[config.mk]
export PLATFORM = sky130hd
export DESIGN_NAME = rf_writeback_arbiter
export DESIGN_NICKNAME = d
export VERILOG_FILES = /design/src/rtl/core_pkg.sv /design/src/rtl/wb_fifo.sv /design/src/rtl/rf_writeback_arbiter.sv
export SDC_FILE = /design/constraint.sdc
export NUM_CORES = 1
export LEC_CHECK = 0
export BUFFER_PORTS_ARGS = -buffer_cell sky130_fd_sc_hd__buf_2
export CORE_MARGIN = 2
export CORE_UTILIZATION = 40
export DETAILED_ROUTE_END_ITERATION = 8
export GPL_ROUTABILITY_DRIVEN = 0
export HOLD_SLACK_MARGIN = 0.05
export PLACE_DENSITY = 0.69
export RECOVER_POWER = 100
export SYNTH_ARGS = -nofsm -noshare
export SYNTH_HDL_FRONTEND = slang
export SYNTH_SLANG_ARGS = --single-unit
[constraint.sdc]
create_clock -name clk -period 2.47 [get_ports clk]
set_input_delay 0.3705 -clock clk [delete_from_list [all_inputs] [get_ports clk]]
set_output_delay 0.3705 -clock clk [all_outputs]
set_load 0.02 [all_outputs]
[src/rtl/core_pkg.sv]
`default_nettype none
// ============================================================================
// Module   : core_pkg
// Brief    : Shared widths, write-back request type and register-zero index
//            for the register-file write-back path.
// Revision : 1.0 - initial release
// ============================================================================
package core_pkg;

  localparam int DATA_W   = 32;
  localparam int ADDR_W   = 5;
  localparam int NREG     = 32;   // 2**ADDR_W architectural registers
  localparam int REG_ZERO = 0;    // hard-wired zero register

  // One pending register-file write: destination and value.
  typedef struct packed {
    logic [ADDR_W-1:0] addr;
    logic [DATA_W-1:0] data;
  } wb_req_t;

endpackage
`default_nettype wire

[src/rtl/wb_fifo.sv]
`default_nettype none
// ============================================================================
// Module   : wb_fifo
// Brief    : In-order FIFO for long-latency write-back results. Push is
//            ignored when full, pop is ignored when empty; the head entry is
//            presented combinationally.
// Revision : 1.0 - initial release
// ============================================================================
module wb_fifo
  import core_pkg::*;
#(
  parameter int  Q_DEPTH = 4,          // power of two, >= 2
  parameter type T       = wb_req_t
) (
  input  logic                         clk,
  input  logic                         rst,    // asynchronous, active-low
  input  logic                         push,
  input  T                             din,
  input  logic                         pop,
  output T                             head,
  output logic [$clog2(Q_DEPTH):0]     count,
  output logic                         full,
  output logic                         empty
);

  localparam int PTR_W = $clog2(Q_DEPTH);
  localparam int CNT_W = PTR_W + 1;

  T                   r_mem [Q_DEPTH];
  logic [PTR_W-1:0]   r_wr_ptr;
  logic [PTR_W-1:0]   r_rd_ptr;
  logic [CNT_W-1:0]   r_count;
  logic               w_push_ok;
  logic               w_pop_ok;

  assign full      = (r_count == CNT_W'(Q_DEPTH));
  assign empty     = (r_count == '0);
  assign count     = r_count;
  assign head      = r_mem[r_rd_ptr];
  // A full FIFO refuses a push even when it pops in the same cycle.
  assign w_push_ok = push && !full;
  assign w_pop_ok  = pop && !empty;

  // Payload storage; contents are meaningless while not counted, so no reset.
  always_ff @(posedge clk) begin
    if (w_push_ok) r_mem[r_wr_ptr] <= din;
  end

  // Pointers wrap naturally (power-of-two depth); count tracks occupancy.
  always_ff @(posedge clk or negedge rst) begin
    if (!rst) begin
      r_wr_ptr <= '0;
      r_rd_ptr <= '0;
      r_count  <= '0;
    end else begin
      if (w_push_ok) r_wr_ptr <= r_wr_ptr + 1'b1;
      if (w_pop_ok)  r_rd_ptr <= r_rd_ptr + 1'b1;
      case ({w_push_ok, w_pop_ok})
        2'b10:   r_count <= r_count + 1'b1;
        2'b01:   r_count <= r_count - 1'b1;
        default: r_count <= r_count;
      endcase
    end
  end

endmodule
`default_nettype wire

[src/rtl/rf_writeback_arbiter.sv]
`default_nettype none
// ============================================================================
// Module   : rf_writeback_arbiter
// Brief    : Register-file write port driver. ALU results win every cycle;
//            MDU/load results queue in a FIFO and drain when the ALU is idle.
//            Maintains the pending-write scoreboard used by decode.
// Revision : 1.0 - initial release
// ============================================================================
module rf_writeback_arbiter
  import core_pkg::*;
#(
  parameter int Q_DEPTH = 4            // MDU result queue depth, power of two
) (
  input  logic              clk,
  input  logic              rst,        // asynchronous, active-low
  input  logic              alu_valid,
  input  logic [ADDR_W-1:0] alu_addr,
  input  logic [DATA_W-1:0] alu_data,
  input  logic              mdu_valid,
  output logic              mdu_ready,
  input  logic [ADDR_W-1:0] mdu_addr,
  input  logic [DATA_W-1:0] mdu_data,
  input  logic              issue_valid,
  input  logic [ADDR_W-1:0] issue_addr,
  output logic [NREG-1:0]   busy_vec,
  output logic              RegWrite,
  output logic [ADDR_W-1:0] Write_addr,
  output logic [DATA_W-1:0] Write_data
);

  localparam int CNT_W = $clog2(Q_DEPTH) + 1;

  wb_req_t          w_mdu_req;
  wb_req_t          w_head;
  wb_req_t          w_sel_req;
  logic [CNT_W-1:0] w_count;
  logic             w_full;
  logic             w_empty;
  logic             w_push;
  logic             w_pop;
  logic             w_sel_any;
  logic [NREG-1:0]  w_busy_nxt;
  logic [NREG-1:0]  r_busy;
  logic             r_from_mdu;     // current write came from the FIFO

  assign w_mdu_req = '{addr: mdu_addr, data: mdu_data};
  assign mdu_ready = (w_count < CNT_W'(Q_DEPTH));
  assign w_push    = mdu_valid && !w_full;
  assign w_pop     = !alu_valid && !w_empty;
  assign w_sel_any = alu_valid || !w_empty;
  assign w_sel_req = alu_valid ? wb_req_t'{addr: alu_addr, data: alu_data} : w_head;
  assign busy_vec  = r_busy;

  wb_fifo #(
    .Q_DEPTH (Q_DEPTH),
    .T       (wb_req_t)
  ) u_fifo (
    .clk   (clk),
    .rst   (rst),
    .push  (w_push),
    .din   (w_mdu_req),
    .pop   (w_pop),
    .head  (w_head),
    .count (w_count),
    .full  (w_full),
    .empty (w_empty)
  );

  // Register the selected write; address/data hold when nothing is selected.
  always_ff @(posedge clk or negedge rst) begin
    if (!rst) begin
      RegWrite   <= 1'b0;
      Write_addr <= '0;
      Write_data <= '0;
      r_from_mdu <= 1'b0;
    end else begin
      RegWrite   <= w_sel_any && (w_sel_req.addr != ADDR_W'(REG_ZERO));
      r_from_mdu <= w_pop && (w_head.addr != ADDR_W'(REG_ZERO));
      if (w_sel_any) begin
        Write_addr <= w_sel_req.addr;
        Write_data <= w_sel_req.data;
      end
    end
  end

  // Scoreboard update: clear on a FIFO-sourced write, then apply a new issue
  // so that a simultaneous set on the same register wins.
  always_comb begin
    w_busy_nxt = r_busy;
    if (RegWrite && r_from_mdu) w_busy_nxt[Write_addr] = 1'b0;
    if (issue_valid && (issue_addr != ADDR_W'(REG_ZERO))) w_busy_nxt[issue_addr] = 1'b1;
  end

  // Scoreboard state register.
  always_ff @(posedge clk or negedge rst) begin
    if (!rst) r_busy <= '0;
    else      r_busy <= w_busy_nxt;
  end

endmodule
`default_nettype wire

Yosys cells after proc, flatten, opt, wreduce, memory -nomap -nowiden

Memory sizes are Yosys's and may differ from the RTL's.
Cells that the tools add are included.

Equality and inequality tests: 3
Div/mod/pow operators: 0
Reduce and logical (&&, ||, !) cells: 19
Multiply operators: 0
Multiplexer cells: 10
Bitwise gates (word level): 3
$add $sub $neg: 4
Order comparisons: 5
Shifts and indexed selects: 0

Operators with widths:

| operator                                             | count |
|---|---|
| 2-to-1 mux 32 bit                                    | 2 |
| 2-to-1 mux 37 bit                                    | 1 |
| AND 32 bit                                           | 1 |
| inverter 32 bit                                      | 1 |
| bitwise OR 32 bit                                    | 1 |
| nonzero test 5 bit                                   | 3 |
| < comparator 5 x 6 -> 1 bit (second input constant)  | 2 |
| demux 1 bit (select 5 bit)                           | 2 |
| >= comparator 5 x 1 -> 1 bit (second input constant) | 2 |
| logical AND 1 bit                                    | 10 |
| one-hot mux 3 bit (2 select lines)                   | 1 |
| adder 2 x 1 -> 2 bit (second input constant)         | 2 |
| 2-to-1 mux 1 bit                                     | 4 |
| adder 3 x 1 -> 3 bit (second input constant)         | 1 |
| equality test 3 bit (second input constant)          | 1 |
| logical NOT 1 bit                                    | 3 |
| logical NOT 3 bit                                    | 1 |
| < comparator 3 bit (second input constant)           | 1 |
| subtractor 3 x 1 -> 3 bit (second input constant)    | 1 |
| equality test 2 x 1 -> 1 bit (second input constant) | 1 |
| equality test 2 bit (second input constant)          | 1 |
| nonzero test 2 bit                                   | 1 |
| logical OR 1 bit                                     | 1 |

Bits in writable memories: 148
Memories kept: 1
Word-level logic and storage cells: 53
Latch bits: 0
Output and inout bits: 71
Memory bits (read-only): 0
Flip-flop bits (word level): 78
Bits of input ports: 84

Memory list:

| name         | depth | width | rd ports | clocked after memory_dff | write ports | line          | source |
|---|---|---|---|---|---|---|---|
| u_fifo.r_mem | 4     | 37    | 1        | 0                        | 1           | wb_fifo.sv:29 | `T r_mem [Q_DEPTH];` |

Depth between registers and ports, before layout

Gate-level depths: netlist of the first run.

Depth in word-level cells: 9
Mapped depth: 9
Mapped depth without buffers: 9

Hierarchy

From an unflattened synthesis of the first run, not the netlist that was laid out.

Cells, all modules: 524
Area total of the unflattened synthesis: 8889.8 sq um

Modules (own cells, without submodules):

| module               | sequential area each (sq um) | instances | cells each | area each (sq um) |
|---|---|---|---|---|
| wb_fifo              | 4619.4                       | 1         | 230        | 5755.5 |
| rf_writeback_arbiter | 1776.7                       | 1         | 294        | 3134.3 |

Worst setup path after synthesis of the first run

Ideal clock, no wire load.

Kind: register to register
Start: register u_fifo.r_count[2] (netlist: u_fifo.count[2])
End: memory u_fifo.r_mem[0][0] in the netlist's numbering, enable pin
Stages on the path, launching flop included: 4
Buffers on the path: 0
Clock period less this slack: 2192 ps
Setup time: 398 ps
Setup slack: 278 ps
Arrival time: 1794 ps
Cell sequence: dfrtp_1 -> inv_1 -> o31a_1 -> and2_1

Word-level cells in the longest chain between the ends: 6

RTL lines:

| item                                     | line                                      | source |
|---|---|---|
| start: declaration                       | wb_fifo.sv:32                             | `logic [CNT_W-1:0] r_count;` |
| start signal: assignment                 | wb_fifo.sv:59                             | `2'b10: r_count <= r_count + 1'b1;` |
| start signal: assignment                 | wb_fifo.sv:60                             | `2'b01: r_count <= r_count - 1'b1;` |
| start signal: assignment                 | wb_fifo.sv:61                             | `default: r_count <= r_count;` |
| equality test 3 bit *                    | wb_fifo.sv:36                             | `assign full = (r_count == CNT_W'(Q_DEPTH));` |
| logical NOT 1 bit *                      | wb_fifo.sv:41, rf_writeback_arbiter.sv:48 |  |
| logical AND 1 bit                        | rf_writeback_arbiter.sv:48                | `assign w_push = mdu_valid && !w_full;` |
| logical AND 1 bit *                      | wb_fifo.sv:41                             | `assign w_push_ok = push && !full;` |
| 2-to-1 mux 1 bit *                       | wb_fifo.sv:46                             | `if (w_push_ok) r_mem[r_wr_ptr] <= din;` |
| 2-to-1 mux 1 bit (implied by the code) * | wb_fifo.sv:46                             |  |
| end: declaration                         | wb_fifo.sv:29                             |  |

Mark *: on every way between the ends. The rest lies on a longest branch, timed or not.

Final worst setup path of the first run

Start: register u_fifo.r_count[2] (netlist: u_fifo.count[2])
End: memory u_fifo.r_mem[2][26] in the netlist's numbering, enable pin

The elaborated chain is that of the path after synthesis.

==> results.py, run 1 <==
metrics = {
    "critical_path": {
        "cp-start-kind": "register",
        "crit_type": "register to register",
        "r2r_slack_ns": 0.30,
        "r2r-start": "u_fifo.count[2]",
        "worstPathRequired_ns": 2.62,
        "r2r-end": "u_fifo.r_mem[2][26]",
        "cp.arrival_ns": 2.32,
        "critPathLaunch": "u_fifo.count[2]",
        "cp_max_fo": 20,
        "endpoint": "u_fifo.r_mem[2][26]",
        "worstSetupEndpointType": "register",
        "reg2regPathDepth": 4,
    },
    "cells_and_area": {
        "area_delta_synth_final_pct": 20.88,
        "layout_commonest_cell": "edfxtp_1",
        "layout.nets": 797,
        "drive_gt1_share_pct": 18.37,
        "design_area_um2": 10710,
        "final_cell_mix": "edfxtp_1 (148), clkbuf_1 (117), o21ai_0 (95)",
    },
    "yosys": {
        "synthMuxAreaShare_pct": 13.64,
        "synth_fa_ha_area_share_pct": 0.9317,
        "synth_compound_area_share_pct": 6.183,
        "syn_nets": 625,
        "syn_inst": 535,
        "synth_top_family_by_area": "multiplexers",
        "synth_simple_gate_area_share_pct": 4.701,
        "synthXorXnorAreaFrac_pct": 0.5929,
        "syn_area_um2": 8864,
        "syn_area_per_cell_um2": 16.57,
        "ys_ff_latch": 226,
        "yosysWarnings": 0,
        "synth-seq-area-share_pct": 72.16,
        "synthDistinctLibCells": 34,
    },
    "flow_run": {
        "maxCapViolations": 0,
    },
    "global_route": {
        "grt_pass1_wl_mm": 30.20,
        "grt_max_degree": 49,
        "grt_overflow": 0,
        "grt_pass1_vias": 5472,
        "antenna_found_initial": 5,
        "track_usage_pct": 16.30,
    },
    "route": {
        "vias": 5284,
        "routed_wl_mm": 19.30,
        "ant_nets": 0,
        "drtIter0Drc": 272,
        "drt-pass1-iter-count": 4,
        "wl_per_cell_um": 19.16,
        "vias_per_cell": 5.247,
        "drc": 0,
    },
    "sta": {
        "max_freq_mhz": 460.5,
        "skew_ns": 0.02270,
        "finalSetupViolCount": 0,
        "tightest_slew_ns": 1.438,
        "period_minus_slack_ns": 2.172,
        "hold_viol_final": 0,
        "slew_headroom_pct": 4.118,
        "maxSlewViolCount": 0,
        "fin_crit_sh_pct": 87.93,
        "rsz0062_at_grt": "false",
        "tns_ns": 0,
    },
    "power_and_ir_drop": {
        "ir_worst_vdd_v": 0.0007359,
        "powerDensity_nw_per_um2": 1229,
        "leakage_uw": 0.003819,
    },
    "floorplan": {
        "placeableCoreArea_um2": 21760,
        "ioPinCount": 155,
        "die_w_um": 152.9,
        "die_area_um2": 23370,
        "rows": 54,
        "start_util_pct": 40.74,
        "die_y_um": 152.9,
    },
    "cts": {
        "cts-resized-gates": 0,
        "cts_tree": "yes",
        "insertion_delay_ns": 0.53,
        "cts.sinks": 226,
        "clk_pin_slew_ns": 0.06,
        "h-tree-depth": 1,
        "cts_max_path_buffers": 3,
        "cts-root-buf": "clkbuf_16",
        "cts_setup_buffers": 0,
        "cts_buffers": 24,
    },
    "placed_design": {
        "place.detailed.hpwl_mm": 12.49,
        "place_area_um2": 10060,
        "portBuffers": 154,
    },
    "min_path": {
        "min_path_type": "primary input to register",
    },
    "outcome": {
        "outcome": "completed",
    },
}
[cell families (layout without fill, tap and decap cells)]
logic type | Yosys count | after routing
other cells | 0 | 3
buf+inv | 33 | 222
xor+xnor | 6 | 6
flops | 226 | 226
fa+ha+maj | 6 | 6
simple gates | 82 | 82
compound gates | 105 | 105
mux | 77 | 77
[registers in the layout, indices dropped and copies added, names as in the netlist]
register / count
u_fifo.count: 3
r_from_mdu: 1
Write_data: 32
u_fifo.r_mem: 148
u_fifo.r_wr_ptr: 2
u_fifo.r_rd_ptr: 2
RegWrite: 1
busy_vec: 32
Write_addr: 5
[timing repair]
action / in CTS / in global routing
hold buffers: 4 / 0
setup endpoints to repair: 0 / 0
endpoints found under the hold margin: 32 / 0
[where the power goes]
part | switching [uW] | internal [uW] | total, uW | leakage (uW)
clock network | 1430 | 2140 | 3570 | 0.000378
logic | 2330 | 1440 | 3770 | 0.00121
registers | 639 | 5190 | 5830 | 0.00224
[metal layers]
metal	routed length (um)	up-vias	global-route usage, %	part of all wire [%]
met5	21	-	0	0.11
met4	386	4	4.233	2.0
met3	1560	34	5.103	8.1
met2	9309	192	27.48	48
met1	8019	2650	20.62	42
li1	-	2404	-	-
[cell type report]
| cell class | instances | area [um^2] |
|---|---|---|
| Fill cell | 1890 | 11040 |
| Multi-Input combinational cell | 276 | 2312 |
| Clock inverter | 12 | 151.4 |
| Sequential cell | 226 | 6397 |
| Antenna cell | 3 | 7.507 |
| Tap cell | 280 | 350.3 |
| Timing Repair Buffer | 172 | 832.0 |
| Clock buffer | 31 | 636.9 |
| Inverter | 7 | 26.28 |
[cells in the mapped netlist]
cell type | count | area share [%]
o21ai_0 | 95 | 5.4
nand4b_1 | 2 | 0.20
o21a_1 | 1 | 0.085
a31oi_1 | 1 | 0.071
nor2b_1 | 2 | 0.14
a21oi_1 | 5 | 0.28
or3_1 | 3 | 0.21
nand3b_1 | 9 | 0.76
edfxtp_1 | 148 | 50
fa_1 | 1 | 0.23
mux4_2 | 35 | 8.9
nor2_1 | 10 | 0.42
clkbuf_1 | 8 | 0.34
dfrtp_1 | 78 | 22
or3b_2 | 3 | 0.30
xnor2_1 | 4 | 0.40
buf_6 | 2 | 0.25
nand3_1 | 4 | 0.23
nand2_1 | 37 | 1.6
and2_1 | 4 | 0.28
nand2b_1 | 1 | 0.071
xor2_1 | 2 | 0.20
nor4_1 | 1 | 0.071
and3_1 | 1 | 0.071
a221o_1 | 1 | 0.11
nor3_1 | 2 | 0.11
ha_1 | 5 | 0.71
or3b_1 | 2 | 0.20
o31a_1 | 1 | 0.099
inv_1 | 7 | 0.30
buf_2 | 16 | 0.90
mux2i_1 | 42 | 4.7
nand4_1 | 1 | 0.071
a2111oi_2 | 1 | 0.17
[stage by stage]
stage | utilization (%) | hold WS [ns] | worst slack (ns) | power, uW | cells
global route | 49.22 | 0.1092 | 0.1145 | 13880 | 1005
detailed placement | 46.24 | 0.2974 | 0.4443 | 9921 | 957
finish | 49.25 | 0.1185 | 0.2982 | 13170 | 1007
CTS | 50.05 | 0.05189 | 0.3931 | 13530 | 1004
global placement | 46.24 | 0.3018 | 0.4960 | 9842 | 957
floorplan | - | 0.07491 | 0.2785 | 8434 | 535
[worst max-delay path, stage by stage, from the launching register on]
cell	delay (ns)
dfrtp_1	0.40
inv_1	0.11
o31a_1	0.30
and2_2	0.41
clkbuf_2	0.58
[how the worst min path moves through the flow]
stage | start | endpoint | slack (ns) | cells after the start
6_report | mdu_addr[1] | u_fifo.r_mem[2][33] | 0.12 | 1
5_1_grt | mdu_addr[1] | u_fifo.r_mem[0][33] | 0.11 | 1
4_1_cts | mdu_addr[2] | u_fifo.r_mem[2][34] | 0.05 | 1
3_5_place_dp | rst | busy_vec[0] | 0.30 | 1
3_3_place_gp | rst | busy_vec[1] | 0.30 | 1
2_1_floorplan | rst | RegWrite | 0.07 | 0
No activity file was read; power rests on OpenSTA's default activity.
==> run 2, diff against run 1 <==
Clock period 2.47 ns to 2.5 ns, I/O delays scaled along.
==> run 2 against run 1 <==
Clock-buffer cell count is the same. Critical path depth is the same. Largest cell class unchanged. Utilization shrank 0.16 points. Critical endpoint is now u_fifo.r_mem[1][14]. Final cell count is essentially flat. Sequential power shrank 0.9%.
==> results.py, run 2 (same netlist as run 1, synthesis figures left out) <==
metrics = {
    "cts": {
        "cts-root-buf": "clkbuf_16",
        "cts_max_path_buffers": 3,
        "clk_pin_slew_ns": 0.06,
        "h-tree-depth": 1,
        "cts.sinks": 226,
        "cts-resized-gates": 0,
        "insertion_delay_ns": 0.52,
        "cts_setup_buffers": 0,
        "cts_tree": "yes",
        "cts_buffers": 24,
    },
    "power_and_ir_drop": {
        "leakage_uw": 0.003809,
        "ir_worst_vdd_v": 0.0007043,
        "powerDensity_nw_per_um2": 1218,
    },
    "critical_path": {
        "slowest_stage": "and2_1",
        "r2r-end": "u_fifo.r_mem[1][14]",
        "crit_type": "register to register",
        "reg2regPathDepth": 4,
        "r2r_slack_ns": 0.37,
        "path_cells": "inv_1 > o31a_1 > and2_1 > buf_12",
        "cp.arrival_ns": 2.34,
        "r2r-start": "u_fifo.count[2]",
        "cp-start-kind": "register",
        "worstSetupEndpointType": "register",
        "cpPeakStageDelay_ns": 0.71,
        "worstPathRequired_ns": 2.71,
        "cp_max_fo": 24,
    },
    "floorplan": {
        "start_util_pct": 40.74,
        "die_y_um": 152.9,
        "ioPinCount": 155,
        "rows": 54,
        "die_w_um": 152.9,
        "die_area_um2": 23370,
        "placeableCoreArea_um2": 21760,
    },
    "sta": {
        "maxSlewViolCount": 0,
        "fin_crit_sh_pct": 85.33,
        "finalSetupViolCount": 0,
        "max_freq_mhz": 468.8,
        "slew_headroom_pct": 25.05,
        "period_minus_slack_ns": 2.133,
        "hold_viol_final": 0,
        "rsz0062_at_grt": "false",
        "tns_ns": 0,
        "skew_ns": 0.01049,
        "tightest_slew_ns": 1.124,
    },
    "outcome": {
        "outcome": "completed",
    },
    "route": {
        "drt-pass1-iter-count": 5,
        "vias_per_cell": 5.184,
        "drtIter0Drc": 302,
        "routed_wl_mm": 19.35,
        "wl_per_cell_um": 19.20,
        "drc": 0,
        "vias": 5225,
        "ant_nets": 0,
    },
    "min_path": {
        "hold-path-cell-count": 1,
        "min_path_type": "primary input to register",
        "min_to": "u_fifo.r_mem[3][34]",
        "worstHoldStart": "mdu_addr[2]",
    },
    "global_route": {
        "grt_pass1_wl_mm": 30.57,
        "antenna_found_initial": 6,
        "track_usage_pct": 16.56,
        "grt_max_degree": 49,
        "grt_pass1_vias": 5440,
        "grt_overflow": 0,
    },
    "cells_and_area": {
        "design_area_um2": 10680,
        "final_cell_mix": "edfxtp_1 (148), clkbuf_1 (116), o21ai_0 (95)",
        "layout.nets": 795,
        "top_register": "u_fifo.r_mem",
        "layout_commonest_cell": "edfxtp_1",
        "largest_reg_flops": 148,
        "drive_gt1_share_pct": 18.67,
        "area_delta_synth_final_pct": 20.48,
    },
    "placed_design": {
        "place_area_um2": 10030,
        "portBuffers": 154,
        "place.detailed.hpwl_mm": 12.25,
    },
    "flow_run": {
        "maxCapViolations": 0,
    },
}
[run 2: final cells by class]
type                    count  area (um^2)
fillers                  1918        11080
flip-flops and latches    226         6397
multi-input cells         276         2311
repair buffers            170        790.8
clock buffers              31        636.9
well taps                 280        350.3
clock inverters            13        153.9
inverters                   7        26.28
diodes                      5        12.51
[run 2: power breakdown]
| group | switching [uW] | internal, uW |
|---|---|---|
| combinational | 2290 | 1410 |
| sequential | 644 | 5130 |
| clock | 1420 | 2110 |
| total | 4350 | 8650 |
[run 2: layer usage]
metal	GRT usage, %	wire length [um]	part of all wire (%)
met5	0	7	0.036
met4	3.395	330	1.7
met3	5.585	1754	9.1
met2	27.97	9325	48
met1	21.01	7933	41
[run 2: worst max path at each step]
stage	start	endpoint	slack, ns
final	u_fifo.count[2]	u_fifo.r_mem[1][14]	0.37
after global routing	u_fifo.count[2]	u_fifo.r_mem[1][14]	0.19
after CTS	u_fifo.count[2]	u_fifo.count[2]	0.46
after detailed placement	u_fifo.r_rd_ptr[0]	Write_data[0]	0.45
after global placement	u_fifo.count[2]	u_fifo.count[2]	0.51
after floorplan	u_fifo.count[2]	u_fifo.r_mem[0][0]	0.31
[run 2: repair_timing]
action | CTS | global route
hold buffers | 3 | 0
setup endpoints to repair | 0 | 0
hold endpoints to repair | 40 | 0
[run 2: worst max-delay path: cells and delay by family, from the launching register on]
family / cells / cell delay (ns)
flops: 1 / 0.40
buf+inv: 2 / 0.41
simple gates: 1 / 0.71
compound gates: 1 / 0.30
[run 2: stage by stage]
| step | util, % | cells | setup slack (ns) | total power (uW) | hold WS [ns] |
|---|---|---|---|---|---|
| floorplan | - | 535 | 0.3085 | 8333 | 0.07941 |
| global placement | 46.10 | 956 | 0.5128 | 9691 | 0.4056 |
| detailed placement | 46.10 | 956 | 0.4455 | 9784 | 0.4166 |
| CTS | 49.87 | 1003 | 0.4583 | 13350 | 0.05223 |
| global route | 49.04 | 1004 | 0.1862 | 13720 | 0.1129 |
| finish | 49.09 | 1008 | 0.3668 | 13000 | 0.1227 |
==> run 3, diff against run 2 <==
Settings changed: CTS_BUF_LIST set to sky130_fd_sc_hd__clkbuf_8, SYNTH_HIERARCHICAL set to 1.
==> run 3 against run 2 <==
Sequential cell count did not move. Synthesized area rose by 0.30%. Sequential share of layout area fell by 0.68 points. Largest power group unchanged.
==> results.py, run 3 <==
metrics = {
    "floorplan": {
        "die_area_um2": 23430,
        "start_util_pct": 40.74,
        "ioPinCount": 155,
        "die_w_um": 153.1,
        "die_y_um": 153.1,
        "rows": 54,
        "placeableCoreArea_um2": 21820,
    },
    "cells_and_area": {
        "layout_commonest_cell": "edfxtp_1",
        "top_register": "u_fifo/r_mem",
        "largest_reg_flops": 148,
        "area_delta_synth_final_pct": 21.51,
        "seq_area_um2": 6397,
        "final_cell_mix": "edfxtp_1 (148), clkbuf_1 (109), o21ai_0 (81)",
        "utilization_pct": 49.50,
        "design_area_um2": 10800,
        "multiInputGateArea_um2": 2295,
        "layout.nets": 833,
        "drive_gt1_share_pct": 19.07,
        "nFillCells": 1922,
    },
    "yosys": {
        "synth-seq-area-share_pct": 71.95,
        "ys_ff_latch": 226,
        "synth_area_leader_cell": "edfxtp_1",
        "syn_inst": 524,
        "yosysWarnings": 6,
        "synthDistinctLibCells": 36,
        "syn_area_um2": 8890,
        "synthTopCellsByCount": "edfxtp_1 (148), dfrtp_1 (78), o21ai_0 (64)",
        "post-synth-top-count-cell": "edfxtp_1",
        "synth_edf_count": 148,
        "async_flop_share_pct": 34.51,
        "synth_area_leaders": "edfxtp_1 (50%), dfrtp_1 (22%), mux4_2 (9.4%), mux2i_1 (4.3%), o21ai_0 (3.6%)",
        "syn_nets": 614,
        "syn_area_per_cell_um2": 16.97,
        "yosysTopAreaCellShare_pct": 49.99,
        "synth_ff_type": "edfxtp_1",
    },
    "global_route": {
        "grt_overflow": 0,
        "grt_pass1_wl_mm": 32.13,
        "track_usage_pct": 17.38,
        "grt_use_met2_pct": 29.42,
        "top_usage_layer": "met2",
        "grt_max_degree": 78,
        "antenna_found_initial": 1,
        "met1_usage_pct": 21.84,
        "grt_pass1_vias": 5917,
        "grt_use_met3_pct": 5.189,
    },
    "route": {
        "ant_nets": 0,
        "drc": 0,
        "drt-pass1-iter-count": 5,
        "vias": 5489,
        "wl_per_cell_um": 19.57,
        "routed_wl_mm": 20.59,
        "drtIter0Drc": 368,
        "vias_per_cell": 5.218,
    },
    "sta": {
        "layout_setup_ws_ns": 0.2667,
        "tightest_slew_ns": 0.9685,
        "maxSlewViolCount": 0,
        "fin_crit_sh_pct": 89.33,
        "slew_headroom_pct": 35.44,
        "rsz0062_at_grt": "false",
        "period_minus_slack_ns": 2.233,
        "hold_viol_final": 0,
        "skew_ns": 0.02380,
        "finalSetupViolCount": 0,
        "tns_ns": 0,
        "max_freq_mhz": 447.8,
    },
    "power_and_ir_drop": {
        "p_seq_share_pct": 45.3,
        "fin_total_pwr_uw": 12450,
        "intPower_uw": 8135,
        "clockPowerShare_pct": 23.4,
        "ir_worst_vdd_v": 0.0005790,
        "p_sw_uw": 4313,
        "powerDensity_nw_per_um2": 1152,
        "swShare_pct": 34.65,
        "pwr-share-comb_pct": 31.3,
        "leakage_uw": 0.003872,
    },
    "cts": {
        "cts_max_path_buffers": 3,
        "cts_setup_buffers": 0,
        "insertion_delay_ns": 0.53,
        "h-tree-depth": 2,
        "hold_buffers": 31,
        "cts-resized-gates": 0,
        "cts-root-buf": "clkbuf_8",
        "clk_pin_slew_ns": 0.06,
        "cts_tree": "yes",
        "cts.sinks": 226,
        "cts_buffers": 39,
    },
    "placed_design": {
        "place.detailed.hpwl_mm": 12.94,
        "post-place-ws_ns": 0.3320,
        "place_area_um2": 10040,
        "portBuffers": 154,
    },
    "critical_path": {
        "crit_type": "register to register",
        "r2r-start": "u_fifo/r_rd_ptr[0]",
        "worstSetupEndpointType": "register",
        "worstPathRequired_ns": 2.86,
        "cp-start-kind": "register",
        "cp_max_fo": 10,
        "cp.arrival_ns": 2.59,
        "path_cells": "mux4_2 > or4_1 > nor2_1 > o31ai_1",
        "cpPeakStageDelay_ns": 0.74,
        "slowest_stage": "dfrtp_1",
        "critPathLaunch": "u_fifo/r_rd_ptr[0]",
    },
    "flow_run": {
        "maxCapViolations": 0,
    },
    "min_path": {
        "worstHoldStart": "alu_data[14]",
        "min_path_type": "primary input to register",
    },
    "outcome": {
        "outcome": "completed",
    },
}
run 3: changes by cell type after synthesis, sizes merged, moves of 3 or more:
cell	before	now
nor2	10	5
a21oi	5	0
clkbuf	8	5
mux2i	42	38
o21ai	95	100
nand2	37	40
run 3: worst paths after layout:
kind                                        to  slack [ns]  depth (start not counted)
worst max-delay path                  RegWrite        0.27                          4
worst min register to register     busy_vec[0]        0.50                          1
min in group asynchronous          busy_vec[3]        0.55                          2
max in group asynchronous       Write_data[11]        0.64                          3
worst min-delay path            Write_data[14]        0.07                          3
worst max register to register        RegWrite        0.27                          4
run 3: stage by stage:
stage / cells / hold slack (ns)
3_5_place_dp: 951 / 0.3869
2_1_floorplan: 524 / 0.07941
3_3_place_gp: 951 / 0.3709
5_1_grt: 1051 / 0.06288
4_1_cts: 1051 / 0.05004
6_report: 1052 / 0.07294
run 3: power by group through the flow:
stage | combinational [uW] | sequential, uW | clock (uW)
2_1_floorplan | 2280 | 6100 | 0
3_3_place_gp | 4000 | 5630 | 0
3_5_place_dp | 4090 | 5710 | 0
4_1_cts | 4150 | 5640 | 3010
5_1_grt | 4200 | 5750 | 3170
6_report | 3900 | 5630 | 2920
run 3: layer usage:
layer	wire, um	part of all wire [%]	vias to the layer above
met5	0	0	-
met4	393	1.9	0
met3	1658	8.1	41
met2	10000	49	226
met1	8529	41	2757
li1	-	-	2465
run 3: layout make-up:
class / instances / share of cell area [%]
multi-input combinational: 269 / 21.24
inverter: 7 / 0.2433
clock inverter: 28 / 1.054
clock buffer: 41 / 5.224
timing repair buffer: 200 / 9.742
tap: 280 / 3.243
antenna: 1 / 0.02317
sequential: 226 / 59.23
run 3: cells by family (layout without fill, tap and decap cells):
logic type                 Yosys count  in the layout  synth area share, %
xor gates and xnor gates             6              6               0.5912
and+or+nand+nor                     78             78                5.123
other                                0              1                    0
DFF                                226            226                71.95
buffers and inverters               29            276                1.731
adders and majority gates            6              6               0.9289
muxes                               76             76                13.78
AOI/OAI and AO/OA                  103            103                5.897
run 3: critical path, delay by kind of cell, from the launching register on:
kind | cells | cell delay (ns)
muxes | 1 | 0.60
and+or+nand+nor | 2 | 0.66
AOI/OAI and AO/OA | 1 | 0.08
DFF | 1 | 0.74
